**src/rtl/wb_arbiter.sv**
```systemverilog
// Register-file write-port arbiter: pipeline writeback has priority, MDU results
// queue in a small FIFO and drain in free slots, with WAW squash and starvation stall.
module wb_arbiter #(
  parameter int DEPTH    = 2,
  parameter int MAX_WAIT = 4
) (
  input  logic        clk,
  input  logic        rst,
  input  logic [4:0]  pipe_wd_i,
  input  logic        pipe_wreg_i,
  input  logic [31:0] pipe_wdata_i,
  input  logic        mdu_valid_i,
  input  logic [4:0]  mdu_wd_i,
  input  logic [31:0] mdu_wdata_i,
  output logic        mdu_ready_o,
  output logic [4:0]  wd_o,
  output logic        wreg_o,
  output logic [31:0] wdata_o,
  output logic        stallreq_o
);

  localparam int PW = (DEPTH > 1) ? $clog2(DEPTH) : 1;
  localparam int CW = PW + 1;
  localparam logic [3:0]    LP_MAX_WAIT = 4'(MAX_WAIT);
  localparam logic [CW-1:0] LP_DEPTH    = CW'(DEPTH);

  logic [4:0]       r_fifo_wd   [DEPTH];
  logic [31:0]      r_fifo_data [DEPTH];
  logic [DEPTH-1:0] r_fifo_live;
  logic [PW-1:0]    r_rd_ptr;
  logic [PW-1:0]    r_wr_ptr;
  logic [CW-1:0]    r_count;
  logic [3:0]       r_age;
  logic [4:0]       r_wd;
  logic             r_wreg;
  logic [31:0]      r_wdata;

  logic w_pipe_eff;
  logic w_empty;
  logic w_head_live;
  logic w_ready;
  logic w_push;
  logic w_pop;
  logic w_push_live;

  assign w_pipe_eff  = pipe_wreg_i && (pipe_wd_i != 5'd0);
  assign w_empty     = (r_count == '0);
  assign w_head_live = !w_empty && r_fifo_live[r_rd_ptr];
  assign w_ready     = (r_count < LP_DEPTH);
  assign w_push      = mdu_valid_i && w_ready && (mdu_wd_i != 5'd0);
  // A dead head is dropped even while the pipe owns the port; a live one waits.
  assign w_pop       = !w_empty && (!w_head_live || !w_pipe_eff);
  assign w_push_live = !(w_pipe_eff && (pipe_wd_i == mdu_wd_i));

  assign mdu_ready_o = !rst && w_ready;
  assign stallreq_o  = (r_age == LP_MAX_WAIT);
  assign wd_o        = r_wd;
  assign wreg_o      = r_wreg;
  assign wdata_o     = r_wdata;

  always_ff @(posedge clk) begin
    if (rst) begin
      r_fifo_live <= '0;
      r_rd_ptr    <= '0;
      r_wr_ptr    <= '0;
      r_count     <= '0;
      r_age       <= '0;
      r_wd        <= '0;
      r_wreg      <= 1'b0;
      r_wdata     <= '0;
    end else begin
      if (w_pipe_eff) begin
        for (int unsigned i = 0; i < DEPTH; i++) begin
          if (r_fifo_wd[i] == pipe_wd_i) r_fifo_live[i] <= 1'b0;
        end
      end

      // The write slot never holds a valid entry, so this overrides any squash hit there.
      if (w_push) begin
        r_fifo_wd[r_wr_ptr]   <= mdu_wd_i;
        r_fifo_data[r_wr_ptr] <= mdu_wdata_i;
        r_fifo_live[r_wr_ptr] <= w_push_live;
        r_wr_ptr              <= r_wr_ptr + PW'(1);
      end

      if (w_pop) r_rd_ptr <= r_rd_ptr + PW'(1);

      r_count <= r_count + CW'(w_push) - CW'(w_pop);

      if (w_pop || w_empty) begin
        r_age <= '0;
      end else if (w_head_live && w_pipe_eff && (r_age != LP_MAX_WAIT)) begin
        r_age <= r_age + 4'd1;
      end

      if (w_pipe_eff) begin
        r_wd    <= pipe_wd_i;
        r_wreg  <= 1'b1;
        r_wdata <= pipe_wdata_i;
      end else if (w_head_live) begin
        r_wd    <= r_fifo_wd[r_rd_ptr];
        r_wreg  <= 1'b1;
        r_wdata <= r_fifo_data[r_rd_ptr];
      end else begin
        r_wd    <= '0;
        r_wreg  <= 1'b0;
        r_wdata <= '0;
      end
    end
  end

endmodule

```
**config.mk**
```make
export PLATFORM = sky130hd
export DESIGN_NAME = wb_arbiter
export DESIGN_NICKNAME = d
export VERILOG_FILES = /design/src/rtl/wb_arbiter.sv
export SDC_FILE = /design/constraint.sdc
export NUM_CORES = 1
export LEC_CHECK = 0
export CORE_MARGIN = 3
export CORE_UTILIZATION = 44
export CTS_CLUSTER_DIAMETER = 120
export DETAILED_ROUTE_END_ITERATION = 16
export PLACE_DENSITY = 0.75
export REMOVE_ABC_BUFFERS = 1
export SYNTH_ARGS = -nofsm -noshare
export SYNTH_HDL_FRONTEND = slang
export SYNTH_SLANG_ARGS = --single-unit
```
**constraint.sdc**
```tcl
create_clock -name clk -period 2.4 [get_ports clk]
set_input_delay 0.6 -clock clk [delete_from_list [all_inputs] [get_ports clk]]
set_output_delay 0.6 -clock clk [all_outputs]
set_load 0.01 [all_outputs]
```
== Word-level counts from Yosys, hierarchy flattened ==
Memory sizes are Yosys's and may differ from the RTL's. A register that Yosys moved wholly into a read port is not among the register bits.
Cells that the tools add are included.

* Bits in registers: 48
* Latch bits: 0
* RAM bits: 74
* Bits in read-only memories: 0
* Bits of input ports: 78
* Output and inout bits: 40
* Memories kept: 2

{| class="wikitable"
|+ Memory list
! memory !! depth !! width !! rd ports !! clocked after Yosys merged registers in !! write ports !! line !! RTL
|-
| r_fifo_data || 2 || 32 || 1 || 1 || 1 || 28 || <nowiki>logic [31:0] r_fifo_data [DEPTH];</nowiki>
|-
| r_fifo_wd || 2 || 5 || 3 || 1 || 1 || 27 || <nowiki>logic [4:0] r_fifo_wd [DEPTH];</nowiki>
|}

* Add/sub/neg operators: 5
* $mul: 0
* Divide/modulo/power cells: 0
* $lt $le $gt $ge: 4
* Equality and inequality tests: 5
* Shift-type cells: 0
* Multiplexer cells: 23
* Bitwise gates (word level): 0
* Reduce and logical (&&, ||, !) cells: 21

{| class="wikitable"
|+ Operators by type and width
! cell !! number
|-
| $mux 32 || 2
|-
| $eq 5x5->1 || 3
|-
| $mux 1 || 14
|-
| $logic_and 1x1->1 || 10
|-
| $mux 5 || 2
|-
| $reduce_bool 5->1 || 2
|-
| $mux 2 || 3
|-
| $logic_not 1->1 || 5
|-
| $add 4x1->4 const B || 1
|-
| $eq 4x3->1 const B || 1
|-
| $lt 1x2->1 const B || 2
|-
| $ne 4x3->1 const B || 1
|-
| $add 1x1->1 const B || 2
|-
| $add 2x1->2 || 1
|-
| $bwmux 2 || 1
|-
| $logic_not 2->1 || 1
|-
| $logic_or 1x1->1 || 2
|-
| $lt 2x2->1 const B || 1
|-
| $reduce_or 2->1 || 1
|-
| $sub 2x1->2 || 1
|-
| $demux 1 s1 || 1
|-
| $ge 1x1->1 const B || 1
|}

== Depth between registers and ports, before layout ==
* Depth after elaboration: 8
* Depth in mapped cells: 10

== Least setup slack after synthesis ==
OpenSTA, ideal clock, no wires.

* Path type: input to register
* Start: in mdu_wd_i[1]
* End: mem r_fifo_data[0][0] (enable)
* Library setup time: 425 ps
* Arrival time: 1897 ps
* Required time: 1975 ps
* Slack: 78 ps
* Stages: 4
* Path through: or4_1 > o21ai_2 > or3_1 > inv_1

* Cells in the longest elaborated chain, start to end: 5

{| class="wikitable"
|+ RTL lines
! item !! line !! RTL
|-
| start, declared || 13 || <nowiki>input logic [4:0] mdu_wd_i,</nowiki>
|-
| $reduce_bool 5->1 || 50 || <nowiki>assign w_push = mdu_valid_i && w_ready && (mdu_wd_i != 5'd0);</nowiki>
|-
| $logic_and 1x1->1 || 50 ||
|-
| $mux 1 || 79 || <nowiki>if (w_push) begin</nowiki>
|-
| $mux 1 || 62 || <nowiki>if (rst) begin</nowiki>
|-
| $mux 1 (not written as such) || 81 || <nowiki>r_fifo_data[r_wr_ptr] <= mdu_wdata_i;</nowiki>
|-
| end, declared || 28 ||
|}

Every way passes these cells.

== Worst setup path after layout ==
* Start: in rst
* End: out mdu_ready_o

* Cells in the longest elaborated chain, start to end: 2

{| class="wikitable"
|+ RTL lines
! item !! line !! RTL
|-
| start, declared || 8 || <nowiki>input logic rst,</nowiki>
|-
| $logic_not 1->1 || 55 || <nowiki>assign mdu_ready_o = !rst && w_ready;</nowiki>
|-
| $logic_and 1x1->1 || 55 ||
|-
| end, declared || 15 || <nowiki>output logic mdu_ready_o,</nowiki>
|}

Every way passes these cells.

==> metrics <==
CTS sink cnt 123; Final nets 553; number of synthesis warnings 0; maximum vdd drop 0.5233 mV; global route hottest layer met2; met3 usage 5.461%; drt initial violations 135; Yosys cell types 30; layout cells sized above 1 16.32%; Crit path required time 1.80 ns; mux cell area share after synthesis 8.004%; largest net degree at the start of global routing 44; f_max 444.0 MHz; hold_sp r_age[3]; HP Class flop to flop; Area Growth Syn to Fin 43.13%; main combinational cell family by area after synthesis compound AO/OA/AOI/OAI gates; TritonCTS clock tree yes; first-pass GRT wire length 15,490 um; TritonRoute pass-1 iters 5; Cell Pwr Density 916.4 nW/um^2; crit-path max FO 2; max-cap violation count 0; post-synthesis adder-cell area fraction 1.053%; Fin Hold WS 0.5275 ns; Rel. slew slack 76.27%; standard-cell rows 37; met1 Usage GRT 21.47%; status finished clean; fin crit share 93.84%; GP Congestion 0.8122; number of synthesized register bits 123; post-synthesis compound-gate area fraction 9.505%; vias in the first global route 3,213; Mapped Area 4752 um^2; chip width 109.9 um; ANT nets after route 0; Tightest Pin Transition 0.3559 ns; launching point of the worst reg2reg path r_count[1]; GRT Util Overall 17.23%; Setup TNS Final 0 ns; vias 3,060; post-synthesis simple-gate area fraction 6.582%; Ant. Diodes 0; Final Setup Violations 0; final wirelength 9701 um; initial antenna violation count 0; most frequent cells in the layout clkdlybuf4s50_1, edfxtp_1, nor2_1, dfxtp_1, mux2i_1; Crit. End Element output port; commonest non-fill, non-tap cell in the layout clkdlybuf4s50_1; Crit. Startpoint rst; CTS buffer count 17; CTS root buf clkbuf_8; # port buffers 117; Clk Latency, worst-skew pair 0.50 ns; Post-Synth XOR/XNOR Area 3.686%; area of the multi-input gates 1373 um^2; Hold Vio Cnt, Final 0; Via density 4.935; Bufs on Longest Clock Path 2; H-Tree Depth 4; Post-Synthesis Cells 335; Arr. time, crit path 1.65 ns; LEAKAGE 0.002428 uW; global route overflow 0; die area 12,080 um^2; Detail Placement HPWL 6633 um; clk_skew 0.005340 ns; core area 10,420 um^2; Die Ht 109.9 um; kind of critical path primary input to output port; sequential fraction of the synthesis area 67.40%; Avg WL per Cell 15.65 um; # IOs 118; fin. max-slew vios 0; fill count 781; Starting Density 45.62%; sequential standard cell area 3206 um^2; M2 GR Usage 27.69%; Avg Cell Area, Syn 14.19 um^2; type of element launching the critical path primary input; Reg clk slew, reported paths 0.06 ns; Post-route DRC 0; RSZ-0062 raised after global routing false; Tmin final 2.252 ns
==> what timing repair did <==
item | CTS | global route
gates resized for setup | 0 | 2
setup buffers | 1 | 0
endpoints found under the setup margin | 1 | 1
hold buffers | 0 | 0
pin swaps | 0 | 0
==> logic make-up after synthesis <==
kind of cell             Yosys count
AND/OR/NAND/NOR                   68
flip-flops                       123
AO/OA/AOI/OAI                     50
multiplexers                      38
buffers and inverters             32
adder cells (fa/ha/maj)            4
XOR/XNOR                          20
==> worst max-delay path, cell delays in order <==
cell	delay (ns)
clkdlybuf4s50_1	0.43
nor2_1	0.09
clkdlybuf4s50_1	0.53
==> synthesized netlist by cell type, drive strengths merged <==
library cell  count  area (um^2)
xor2              8        70.07
buf              21        133.9
ha                4        50.05
a211oi           38        380.4
a21o              2        15.01
xnor2            12        105.1
nand3b            1        7.510
edfxtp           74         2222
inv               9        33.78
or4               1        7.510
nor3              1        10.01
o22ai             2        12.51
o21ai             5        28.78
nor2b             4        25.02
dfxtp            49        980.9
nor2             48        180.2
or3               4        25.02
nand4             1        6.260
mux2i            38        380.4
a21oi             3        15.01
or2               1        6.260
nor4              3        25.02
nand3             4        20.02
clkbuf            2        11.26
==> area by class of cell <==
cell class                 instances  area share, %
clock buffer                      17          6.089
tap                              136          2.502
inverter                           9         0.4967
multi-input combinational        180          20.18
clock inverter                    15          2.888
sequential                       123          47.13
timing repair buffer             140          20.71
==> flip-flops by register name, indices dropped and copies added, names as in the netlist, named ones only <==
register     flops
wreg_o           1
r_count          2
r_fifo_live      2
wd_o             5
r_fifo_wd       10
r_fifo_data     64
wdata_o         32
r_age            4
r_rd_ptr         1
r_wr_ptr         1
==> report_power, final <==
group          internal, uW  leakage, uW  total [uW]  switching [uW]
logic                   583      0.00105        1080             500
clock network          1680     0.000294        2600             911
registers              2450      0.00108        2550             101
==> per-layer routing <==
layer	part of all wire, %	vias up
met5	0	-
met4	1.6	0
met3	6.3	12
met2	48	95
met1	44	1458
li1	-	1495
==> path summary, 6_finish.rpt <==
check | endpoint | slack (ns) | cells past startpoint
setup / recovery | mdu_ready_o | 0.15 | 3
hold / removal | r_age[3] | 0.53 | 2
setup reg to reg | r_fifo_data[0][1] | 0.60 | 6
hold reg to reg | r_age[3] | 0.53 | 2
==> stage by stage <==
stage	total power, uW	utilization [%]	setup WS, ns	instance area [um^2]	std cells
6_report	6233	65.30	0.1478	6802	620
5_1_grt	6519	65.30	0.08914	6802	620
4_1_cts	6303	65.26	0.01591	6798	620
3_5_place_dp	3693	59.33	-0.2489	6180	587
3_3_place_gp	3670	59.33	-0.2211	6180	587
2_1_floorplan	3195	-	-1.152	4607	312
Power figures use the tool's default switching activity.
